===== src/rtl/seq_alu_pkg.sv =====
// Shared types for seq_alu: opcode and FSM state enums plus opcode class helpers.
// Optional macro SEQ_ALU_MULDIV_EN enables the iterative multiply/divide unit.
package seq_alu_pkg;

  typedef enum logic [3:0] {
    ALU_ADD  = 4'd0,
    ALU_SUB  = 4'd1,
    ALU_AND  = 4'd2,
    ALU_OR   = 4'd3,
    ALU_XOR  = 4'd4,
    ALU_SLL  = 4'd5,
    ALU_SRL  = 4'd6,
    ALU_BEQ  = 4'd7,
    ALU_BNE  = 4'd8,
    ALU_BLT  = 4'd9,
    ALU_BGE  = 4'd10,
    ALU_SRA  = 4'd11,
    ALU_BLTU = 4'd12,
    ALU_MUL  = 4'd13,
    ALU_DIVU = 4'd14,
    ALU_REMU = 4'd15
  } alu_op_e;

  typedef enum logic [1:0] {
    StIdle = 2'd0,
    StBusy = 2'd1,
    StDone = 2'd2
  } alu_state_e;

  function automatic logic is_compare(alu_op_e op);
    return (op inside {ALU_BEQ, ALU_BNE, ALU_BLT, ALU_BGE, ALU_BLTU});
  endfunction

  function automatic logic is_multicycle(alu_op_e op);
    return (op inside {ALU_MUL, ALU_DIVU, ALU_REMU});
  endfunction

endpackage


===== src/rtl/seq_alu_if.sv =====
// Request/response channel of seq_alu.
//   master: drives in_valid, in_1, in_2, control, out_ready
//   slave : drives in_ready, out_valid, result, bcond
interface seq_alu_if #(
  parameter int unsigned WIDTH = 32
);
  logic             in_valid;
  logic             in_ready;
  logic [WIDTH-1:0] in_1;
  logic [WIDTH-1:0] in_2;
  logic [3:0]       control;
  logic             out_valid;
  logic             out_ready;
  logic [WIDTH-1:0] result;
  logic             bcond;

  modport master (
    output in_valid, in_1, in_2, control, out_ready,
    input  in_ready, out_valid, result, bcond
  );

  modport slave (
    input  in_valid, in_1, in_2, control, out_ready,
    output in_ready, out_valid, result, bcond
  );
endinterface


===== src/rtl/seq_alu_muldiv.sv =====
// Iterative unit for MUL (low WIDTH bits, shift-add) and DIVU/REMU (restoring division).
// Built only when SEQ_ALU_MULDIV_EN is defined.
// Ports:
//   clk, reset_n : clock, async active-low reset
//   start_i      : load operands and begin (one cycle pulse)
//   op_i         : ALU_MUL, ALU_DIVU or ALU_REMU
//   a_i, b_i     : operands (multiplier/multiplicand, dividend/divisor)
//   done_o       : final step happens on this cycle's edge
//   value_o      : result of the final step, valid while done_o
`ifdef SEQ_ALU_MULDIV_EN
module seq_alu_muldiv
  import seq_alu_pkg::*;
#(
  parameter int unsigned WIDTH = 32
) (
  input  logic             clk,
  input  logic             reset_n,
  input  logic             start_i,
  input  alu_op_e          op_i,
  input  logic [WIDTH-1:0] a_i,
  input  logic [WIDTH-1:0] b_i,
  output logic             done_o,
  output logic [WIDTH-1:0] value_o
);
  localparam int unsigned CW = $clog2(WIDTH);

  logic             busy_q;
  logic [CW-1:0]    cnt_q;
  logic             is_mul_q, is_rem_q;
  // acc: product accumulator / partial remainder
  // opa: multiplier shifting right / dividend shifting out while quotient shifts in
  // opb: multiplicand shifting left / divisor
  logic [WIDTH-1:0] acc_q, opa_q, opb_q;
  logic [WIDTH-1:0] acc_d, opa_d, opb_d;
  logic [WIDTH:0]   rem_shift, diff;

  always_comb begin
    rem_shift = {acc_q, opa_q[WIDTH-1]};
    diff      = rem_shift - {1'b0, opb_q};
    acc_d     = acc_q;
    opa_d     = opa_q;
    opb_d     = opb_q;
    if (is_mul_q) begin
      acc_d = opa_q[0] ? acc_q + opb_q : acc_q;
      opa_d = opa_q >> 1;
      opb_d = opb_q << 1;
    end else if (!diff[WIDTH]) begin
      // No borrow: subtract succeeds. A zero divisor always lands here, giving an
      // all-ones quotient and the dividend as remainder.
      acc_d = diff[WIDTH-1:0];
      opa_d = {opa_q[WIDTH-2:0], 1'b1};
    end else begin
      acc_d = rem_shift[WIDTH-1:0];
      opa_d = {opa_q[WIDTH-2:0], 1'b0};
    end
  end

  assign done_o  = busy_q && (cnt_q == CW'(WIDTH - 1));
  assign value_o = (is_mul_q || is_rem_q) ? acc_d : opa_d;

  always_ff @(posedge clk or negedge reset_n) begin
    if (!reset_n) begin
      busy_q   <= 1'b0;
      cnt_q    <= '0;
      is_mul_q <= 1'b0;
      is_rem_q <= 1'b0;
      acc_q    <= '0;
      opa_q    <= '0;
      opb_q    <= '0;
    end else if (start_i) begin
      busy_q   <= 1'b1;
      cnt_q    <= '0;
      is_mul_q <= (op_i == ALU_MUL);
      is_rem_q <= (op_i == ALU_REMU);
      acc_q    <= '0;
      opa_q    <= a_i;
      opb_q    <= b_i;
    end else if (busy_q) begin
      acc_q <= acc_d;
      opa_q <= opa_d;
      opb_q <= opb_d;
      cnt_q <= cnt_q + CW'(1);
      if (done_o) begin
        busy_q <= 1'b0;
      end
    end
  end

endmodule
`endif


===== src/rtl/seq_alu.sv =====
// Handshaked ALU: one operation in flight, result returned over a valid/ready channel.
// Single-cycle ops are evaluated combinationally at acceptance and registered.
// Macro SEQ_ALU_MULDIV_EN: when defined, MUL/DIVU/REMU run on the iterative unit
// (WIDTH steps); when undefined they complete in one cycle with result 0, bcond 0.
// Ports:
//   clk     : rising-edge clock
//   reset_n : asynchronous active-low reset
//   bus     : seq_alu_if slave (in_valid/in_ready/in_1/in_2/control,
//             out_valid/out_ready/result/bcond)
module seq_alu
  import seq_alu_pkg::*;
#(
  parameter int unsigned WIDTH = 32
) (
  input logic   clk,
  input logic   reset_n,
  seq_alu_if.slave bus
);
  localparam int unsigned SHW = $clog2(WIDTH);

  alu_state_e       state_q, state_d;
  logic [WIDTH-1:0] result_q, result_d;
  logic             bcond_q, bcond_d;

  alu_op_e                 op;
  logic [SHW-1:0]          shamt;
  logic signed [WIDTH-1:0] in_1_s, in_2_s;
  logic [WIDTH-1:0]        alu_result;
  logic                    cmp, alu_bcond;

  assign op     = alu_op_e'(bus.control);
  assign shamt  = bus.in_2[SHW-1:0];
  assign in_1_s = $signed(bus.in_1);
  assign in_2_s = $signed(bus.in_2);

  always_comb begin
    alu_result = '0;
    cmp        = 1'b0;
    unique case (op)
      ALU_ADD:  alu_result = bus.in_1 + bus.in_2;
      ALU_SUB:  alu_result = bus.in_1 - bus.in_2;
      ALU_AND:  alu_result = bus.in_1 & bus.in_2;
      ALU_OR:   alu_result = bus.in_1 | bus.in_2;
      ALU_XOR:  alu_result = bus.in_1 ^ bus.in_2;
      ALU_SLL:  alu_result = bus.in_1 << shamt;
      ALU_SRL:  alu_result = bus.in_1 >> shamt;
      ALU_SRA:  alu_result = $unsigned(in_1_s >>> shamt);
      ALU_BEQ:  cmp = (bus.in_1 == bus.in_2);
      ALU_BNE:  cmp = (bus.in_1 != bus.in_2);
      ALU_BLT:  cmp = (in_1_s < in_2_s);
      ALU_BGE:  cmp = (in_1_s >= in_2_s);
      ALU_BLTU: cmp = (bus.in_1 < bus.in_2);
      ALU_MUL, ALU_DIVU, ALU_REMU: ;
    endcase
    alu_bcond = is_compare(op) & cmp;
  end

`ifdef SEQ_ALU_MULDIV_EN
  logic             md_start;
  logic             md_done;
  logic [WIDTH-1:0] md_value;

  seq_alu_muldiv #(
    .WIDTH (WIDTH)
  ) u_muldiv (
    .clk     (clk),
    .reset_n (reset_n),
    .start_i (md_start),
    .op_i    (op),
    .a_i     (bus.in_1),
    .b_i     (bus.in_2),
    .done_o  (md_done),
    .value_o (md_value)
  );
`endif

  always_comb begin
    state_d  = state_q;
    result_d = result_q;
    bcond_d  = bcond_q;
`ifdef SEQ_ALU_MULDIV_EN
    md_start = 1'b0;
`endif
    unique case (state_q)
      StIdle: begin
        if (bus.in_valid) begin
          state_d  = StDone;
          result_d = alu_result;
          bcond_d  = alu_bcond;
`ifdef SEQ_ALU_MULDIV_EN
          if (is_multicycle(op)) begin
            state_d  = StBusy;
            md_start = 1'b1;
            result_d = result_q;
            bcond_d  = bcond_q;
          end
`endif
        end
      end
      StBusy: begin
`ifdef SEQ_ALU_MULDIV_EN
        if (md_done) begin
          state_d  = StDone;
          result_d = md_value;
          bcond_d  = 1'b0;
        end
`else
        state_d = StIdle;
`endif
      end
      StDone: begin
        if (bus.out_ready) begin
          state_d = StIdle;
        end
      end
      default: state_d = StIdle;
    endcase
  end

  always_ff @(posedge clk or negedge reset_n) begin
    if (!reset_n) begin
      state_q  <= StIdle;
      result_q <= '0;
      bcond_q  <= 1'b0;
    end else begin
      state_q  <= state_d;
      result_q <= result_d;
      bcond_q  <= bcond_d;
    end
  end

  assign bus.in_ready  = (state_q == StIdle);
  assign bus.out_valid = (state_q == StDone);
  assign bus.result    = result_q;
  assign bus.bcond     = bcond_q;

endmodule

===== src/flat_wrapper.sv =====
// flat-port wrapper written by rule: the top's interface ports become plain ports
module seq_alu_flat import seq_alu_pkg::*;
#(
  parameter int unsigned WIDTH = 32
)
  (clk, reset_n, bus_in_valid, bus_in_1, bus_in_2, bus_control, bus_out_ready, bus_in_ready, bus_out_valid, bus_result, bus_bcond);
  seq_alu_if #(.WIDTH(WIDTH)) bus_i ();
  input logic clk;
  input logic reset_n;
  input wire logic [$bits(bus_i.in_valid)-1:0] bus_in_valid;
  input wire logic [$bits(bus_i.in_1)-1:0] bus_in_1;
  input wire logic [$bits(bus_i.in_2)-1:0] bus_in_2;
  input wire logic [$bits(bus_i.control)-1:0] bus_control;
  input wire logic [$bits(bus_i.out_ready)-1:0] bus_out_ready;
  output wire logic [$bits(bus_i.in_ready)-1:0] bus_in_ready;
  output wire logic [$bits(bus_i.out_valid)-1:0] bus_out_valid;
  output wire logic [$bits(bus_i.result)-1:0] bus_result;
  output wire logic [$bits(bus_i.bcond)-1:0] bus_bcond;
  assign bus_i.in_valid = bus_in_valid;
  assign bus_i.in_1 = bus_in_1;
  assign bus_i.in_2 = bus_in_2;
  assign bus_i.control = bus_control;
  assign bus_i.out_ready = bus_out_ready;
  assign bus_in_ready = bus_i.in_ready;
  assign bus_out_valid = bus_i.out_valid;
  assign bus_result = bus_i.result;
  assign bus_bcond = bus_i.bcond;
  seq_alu #(.WIDTH(WIDTH)) u_core (.clk(clk), .reset_n(reset_n), .bus(bus_i));
endmodule

===== config.mk =====
export PLATFORM = sky130hd
export DESIGN_NAME = seq_alu_flat
export DESIGN_NICKNAME = d
export VERILOG_FILES = /design/src/rtl/seq_alu_pkg.sv /design/src/rtl/seq_alu_if.sv /design/src/rtl/seq_alu_muldiv.sv /design/src/rtl/seq_alu.sv /design/src/flat_wrapper.sv
export SDC_FILE = /design/constraint.sdc
export NUM_CORES = 1
export LEC_CHECK = 0
export CORE_ASPECT_RATIO = 0.75
export CORE_MARGIN = 10
export CORE_UTILIZATION = 30
export CTS_BUF_LIST = sky130_fd_sc_hd__clkbuf_4 sky130_fd_sc_hd__clkbuf_8
export CTS_CLUSTER_SIZE = 12
export DETAILED_ROUTE_END_ITERATION = 8
export PLACE_DENSITY_LB_ADDON = 0.12
export SKIP_LAST_GASP = 1
export SYNTH_ARGS = -nofsm -noshare
export SYNTH_HDL_FRONTEND = slang
export SYNTH_SLANG_ARGS = --single-unit

===== constraint.sdc =====
create_clock -name clk -period 2.6 [get_ports clk]
set_clock_uncertainty 0.15 [all_clocks]
set_input_delay 0.52 -clock clk [delete_from_list [all_inputs] [get_ports clk]]
set_output_delay 0.52 -clock clk [all_outputs]
set_load 0.01 [all_outputs]

==> run_results.csv, run 1 <==
group,metric,value,unit
worst_setup_path,worstPathRequired,2680,ps
worst_setup_path,crit_fanout,6,
route,vias_per_cell,5.86,
global_routing,grt_usage,0.305,
clocking,htreeDepth,2,
global_routing,grt_max_degree,51,
power_and_ir_drop,power_leakage,8.40,nW
global_routing,grt_pass1_vias,14400,
worst_setup_path,crit_path_cell_trace,"buf_12 -> buf_6 -> buf_8 -> mux4_2 -> mux4_2 -> a211o_1 -> a221oi_2 -> o211ai_1 -> a22o_1",
clocking,clkTransAtPathRegs,100,ps
route,wl,68700,um
sta,fin_crit,2990,ps
clocking,clk_latency,340,ps
cells_and_area,antenna_cells,0,
synthesis,synth_fa_ha_area_frac,0.120,
clocking,cts-root-buf,"clkbuf_8",
global_routing,use_met2,0.469,
cells_and_area,area_delta_synth_final,82.8,%
worst_setup_path,critPathMaxStageDelay,590,ps
floorplan,die_y,182,um
sta,fin_setup_tns,-6360,ps
global_routing,met1_usage,0.430,
route,ant_nets,0,
global_routing,antenna_found_initial,2,
sta,fin_ws,-385,ps
power_and_ir_drop,power.density,292,mW/mm^2
synthesis,synth_edf_count,0,
route,vias,14800,
floorplan,die-area,0.0428,sq mm
synthesis,yosys.area.top_type,"ha_1",
synthesis,synthSimpleGateAreaFrac,0.207,
placement,port_buffers,106,
synthesis,async_flop_share,1.00,
cells_and_area,fin_nets,2237,
status,outcome,"complete, but fails checks",
synthesis,synthCells,1407,
route,routedWlPerCell,27.2,um
route,drcViolationCount,0,
clocking,cts_buffer_depth,2,
job,cap_violations,0,
synthesis,synth_xor_area_frac,0.0109,
global_routing,grt.overflow.total,0,
synthesis,syn_nets,1578,
worst_setup_path,path_common_cell,"mux4_2",
clocking,clkSinkCount,34,
placement,hpwl,55500,um
worst_setup_path,worstSetupPathType,"in2reg",
synthesis,synth_mux_area_frac,0.181,
status,violations,"negative setup slack",
synthesis,synth_compound_area_frac,0.318,
route,drt_iter0_markers,1714,
synthesis,synth_seq_cells,34,
synthesis,yosys-top-cells-count,"nand2_1, nor2_1, a21oi_1",
synthesis,postSynthAreaPerCell,7.44,sq um
global_routing,grt_busiest_layer,"met2",
synthesis,synth_cell_type_count,89,
floorplan,initial_core_util,0.303,
floorplan,fp.dieW,236,um
global_routing,use_met3,0.0436,
synthesis,ys_top_cells_by_area,"ha_1, mux4_2, dfrtp_1",
sta,rsz0062_at_grt,"yes",
synthesis,syn_area,0.0105,sq mm
sta,max_freq,0.335,GHz
hold_path,hold_class,"in2async",
synthesis,synth_flop_cell,"dfrtp_1",
floorplan,core_region_area,0.0345,sq mm
worst_setup_path,endpoint_kind,"flop",
global_routing,grt_pass1_wl,99000,um
clocking,cts_hold_buffers,0,
placement,post-place-ws,-1380,ps
cells_and_area,fill_cells,3305,
clocking,cts_tree,"built",
sta,slew_violations,0,
synthesis,synth.most_common_cell,"nand2_1",
synthesis,synth_top_family_by_area,"compound AO/OA/AOI/OAI gates",
floorplan,io_pins,107,
synthesis,yosysWarningCount,0,
worst_setup_path,cpMaxStageDelayCell,"mux4_2",
worst_setup_path,arrival,3070,ps
worst_setup_path,startpoint_type,"primary input",
floorplan,num_rows,59,
clocking,numCtsBuffers,5,
sta,final_hold_viol_count,0,
sta,max_slew_margin,0.507,
power_and_ir_drop,ir_worst_vdd,0.218,mV
placement,place.gp.congestion,0.970,
cells_and_area,drive_gt1_frac,0.528,
synthesis,synth-seq-area-share,0.0813,
sta,worstMarginPinSlew,733,ps
sta,finalSetupViolations,30,
route,drt_first_pass_iters,6,
sta,post-route-period-util,1.15,
synthesis,synth_top_cell_area_share,0.116,
## area by class of cell
class	instances	area (sq um)	share of cell area
clock inverter	1	5.00	0.000262
clock buffer	7	90.1	0.00471
timing repair buffer	759	6430	0.336
inverter	102	447	0.0234
sequential	34	851	0.0445
tap	457	572	0.0299
multi-input combinational	1164	10700	0.561
## per-stage QoR
step	power [mW]	std cells	hold slack (ps)	area [sq um]	utilization
final	5.58	2524	16.3	19100	0.554
after CTS	5.35	2493	12.6	18700	0.540
after global placement	4.22	2423	316	16100	0.466
after floorplan	2.26	1407	74.4	10700	-
after global routing	5.82	2524	24.3	19100	0.554
after detailed placement	4.21	2423	323	16100	0.466
## registers in the layout (all words and copies together) (netlist names)
register / cells
u_core.state_q: 1
u_core.bus.bcond: 1
u_core.bus.result: 32
## layout by cell type, fill, tap and decap left out, types with 30 or more instances in the layout
| cell | count |
|---|---|
| a21oi_1 | 70 |
| a21oi_2 | 30 |
| buf_4 | 567 |
| buf_6 | 76 |
| clkdlybuf4s50_1 | 41 |
| dfrtp_1 | 34 |
| ha_1 | 54 |
| ha_4 | 35 |
| inv_1 | 49 |
| inv_2 | 35 |
| mux2i_1 | 37 |
| mux4_2 | 58 |
| nand2_1 | 135 |
| nor2_1 | 115 |
| o21ai_0 | 58 |
## power breakdown
part / internal (mW) / switching (mW)
sequential: 0.606 / 0.0656
combinational: 2.12 / 2.27
clock: 0.226 / 0.294
total: 2.95 / 2.63
## path summary, 6_finish.rpt
check | cells past startpoint | to | startpoint | slack (ps)
max in group asynchronous | 2 | u_core.bus.result[5] | reset_n | 1740
worst max register to register | 7 | u_core.bus.result[31] | u_core.state_q[1] | 60
min in group clk | 2 | u_core.bus.result[18] | u_core.bus.result[18] | 340
worst min-delay path | 1 | u_core.bus.result[26] | reset_n | 20
worst max-delay path | 9 | u_core.bus.result[9] | bus_in_2[0] | -390
worst min register to register | 2 | u_core.bus.result[18] | u_core.bus.result[18] | 340
## critical path, delay by kind of cell
family / cells / cell delay (ps)
muxes: 2 / 1110
buffers and inverters: 3 / 390
AOI/OAI and AO/OA: 4 / 1020
## what timing repair did
action	in CTS	in global routing
resized for setup	638	79
pin swaps	163	76
hold endpoints to repair	0	0
setup buffers	65	34
setup endpoints to repair	33	33
## kinds of logic (layout without fill, tap and decap cells)
kind of cell	Yosys count	count (layout)
AOI/OAI and AO/OA	481	481
xor gates and xnor gates	13	13
adders and majority gates	99	99
buffers and inverters	209	869
DFF	34	34
muxes	112	112
and+or+nand+nor	459	459
## routing by layer
metal	part of all wire	routed length [um]	vias up
met3	0.074	5090	82
met2	0.44	30200	734
met4	0.033	2270	2
met5	0.00010	7	-
met1	0.45	31100	7304
li1	-	-	6678
Power figures use the tool's default switching activity.
==> inputs of run 2 (changes only) <==
Settings changed: CAP_MARGIN set to 15, CORE_MARGIN 10 to 1, MAX_ROUTING_LAYER set to met4.
==> run 2 against run 1 <==
Effect of this change: the flow still finishes with violations (negative setup slack); critical path depth unchanged; hold slack improved by 22 ps; first-iteration DRC count increased by 14%; utilization increased by 3.5 points; global-route usage increased by 8.8 points; design area increased by 4.3%; count of clock-buffer cells in the layout unchanged; cell count increased by 1.8%; total power increased by 3.3%; die area decreased by 17%; clock power decreased by 9.8%; via count increased by 2.8%; highest routed layer is now met4.
==> run_results.csv, run 2 (same netlist as run 1, synthesis figures left out) <==
group,metric,value,unit
clocking,cts_buffer_depth,2,
power_and_ir_drop,p_seq_frac,0.116,
sta,finalSetupViolations,31,
clocking,cts_hold_buffers,0,
sta,fin_crit,2940,ps
route,drt_first_pass_iters,5,
floorplan,io_pins,107,
clocking,clkSinkCount,34,
global_routing,antenna_found_initial,1,
global_routing,grt_usage,0.393,
power_and_ir_drop,ir_worst_vdd,0.255,mV
route,vias_per_cell,5.92,
status,outcome,"complete, but fails checks",
floorplan,initial_core_util,0.309,
clocking,numCtsBuffers,5,
status,violations,"negative setup slack",
clocking,cts_tree,"built",
route,drt_iter0_markers,1949,
sta,max_freq,0.341,GHz
clocking,htreeDepth,2,
worst_setup_path,endpoint_kind,"flop",
placement,hpwl,55200,um
cells_and_area,postLayoutCoreUtil,0.589,
worst_setup_path,crit_path_cell_trace,"buf_16 -> buf_12 -> buf_16 -> mux4_2 -> mux4_2 -> a211o_1 -> a221oi_2 -> o211ai_1 -> a22o_1",
power_and_ir_drop,p_int,3.07,mW
cells_and_area,final_cell_mix,"buf_4, nand2_1, nor2_1",
route,routedWlPerCell,26.9,um
hold_path,hold_class,"in2async",
sta,max_slew_margin,0.541,
sta,fin_setup_tns,-6280,ps
global_routing,grt_max_degree,51,
worst_setup_path,cpMaxStageDelayCell,"mux4_2",
sta,slew_violations,0,
clocking,clk_latency,340,ps
power_and_ir_drop,power_frac_clock,0.081,
global_routing,grt_pass1_vias,14600,
route,ant_nets,0,
power_and_ir_drop,comb_power_share,0.802,
floorplan,die-area,0.0356,sq mm
power_and_ir_drop,power_leakage,8.75,nW
floorplan,core_region_area,0.0339,sq mm
job,cap_violations,0,
route,vias,15200,
clocking,cts-root-buf,"clkbuf_8",
placement,port_buffers,106,
cells_and_area,drive_gt1_frac,0.558,
cells_and_area,fin_nets,2289,
route,drcViolationCount,0,
clocking,clkTransAtPathRegs,90,ps
route,wl,69200,um
floorplan,num_rows,58,
cells_and_area,layout_commonest_cell,"buf_4",
sta,worstMarginPinSlew,688,ps
worst_setup_path,arrival,3020,ps
global_routing,grt.overflow.total,0,
worst_setup_path,worstSetupPathType,"in2reg",
placement,place.gp.congestion,1.02,
power_and_ir_drop,switchingPower,2.69,mW
floorplan,die_y,164,um
worst_setup_path,worstPathRequired,2680,ps
sta,post-route-period-util,1.13,
cells_and_area,largest_reg_flops,32,
global_routing,grt_pass1_wl,99200,um
worst_setup_path,crit_fanout,8,
floorplan,fp.dieW,218,um
sta,rsz0062_at_grt,"yes",
power_and_ir_drop,power.density,289,mW/mm^2
worst_setup_path,critPathMaxStageDelay,600,ps
worst_setup_path,startpoint_type,"primary input",
cells_and_area,area_delta_synth_final,90.8,%
sta,fin_ws,-336,ps
power_and_ir_drop,netSwitchingFraction,0.467,
placement,post-place-ws,-1300,ps
sta,hold_ws,38.6,ps
sta,final_hold_viol_count,0,
[run 2: cell types whose count changed in the layout (fill, tap and decap cells not counted), moves of 5 or more]
| cell | before | now |
|---|---|---|
| buf_4 | 567 | 600 |
| buf_6 | 76 | 90 |
| a21oi_1 | 70 | 64 |
| a21oi_2 | 30 | 35 |
| dlygate4sd2_1 | 19 | 14 |
| ha_1 | 54 | 49 |
[run 2: timing repair]
action | in CTS | in global routing
cloned | 1 | 1
setup buffers | 77 | 39
endpoints found under the setup margin | 33 | 33
resized for setup | 639 | 161
pin swaps | 166 | 114
[run 2: area by class of cell]
| class | instances | area, sq um |
|---|---|---|
| inverters | 102 | 464 |
| repair buffers | 811 | 6980 |
| diodes | 1 | 2.50 |
| fillers | 3079 | 13900 |
| multi-input cells | 1164 | 11000 |
| flip-flops and latches | 34 | 851 |
| clock buffers | 7 | 83.8 |
| well taps | 450 | 563 |
[run 2: worst max-delay path, delay by kind of cell]
family	cells	cell delay, ps
multiplexers	2	1100
AO/OA/AOI/OAI	4	990
buffers and inverters	3	390
[run 2: final timing paths]
path                                         end  cells past startpoint  slack (ps)            startpoint
min                        u_core.bus.result[25]                      1          40               reset_n
max in group asynchronous  u_core.bus.result[14]                      2        1660               reset_n
min in group clk            u_core.bus.result[5]                      2         340  u_core.bus.result[5]
min reg2reg                 u_core.bus.result[5]                      2         340  u_core.bus.result[5]
max                         u_core.bus.result[9]                      9        -340           bus_in_2[0]
max reg2reg                u_core.bus.result[31]                      7         130     u_core.state_q[1]
[run 2: layer usage]
metal / global-route usage / vias up / part of all wire
met4: 0.113 / 0 / 0.035
met1: 0.562 / 7474 / 0.45
li1: - / 6763 / -
met2: 0.567 / 862 / 0.42
met5: - / - / 0
met3: 0.0565 / 111 / 0.097
[run 2: power by group through the flow]
stage / sequential [mW] / combinational [mW] / clock (mW)
floorplan: 0.696 / 1.56 / 0
global placement: 0.678 / 3.59 / 0
detailed placement: 0.678 / 3.58 / 0
CTS: 0.668 / 4.22 / 0.484
global route: 0.674 / 4.81 / 0.501
finish: 0.670 / 4.62 / 0.469
[run 2: through the flow]
stage	instances	area [sq um]	power [mW]
2_1_floorplan	1407	10700	2.26
3_3_place_gp	2452	16400	4.27
3_5_place_dp	2452	16400	4.26
4_1_cts	2531	19000	5.37
5_1_grt	2569	20000	5.98
6_report	2569	20000	5.76
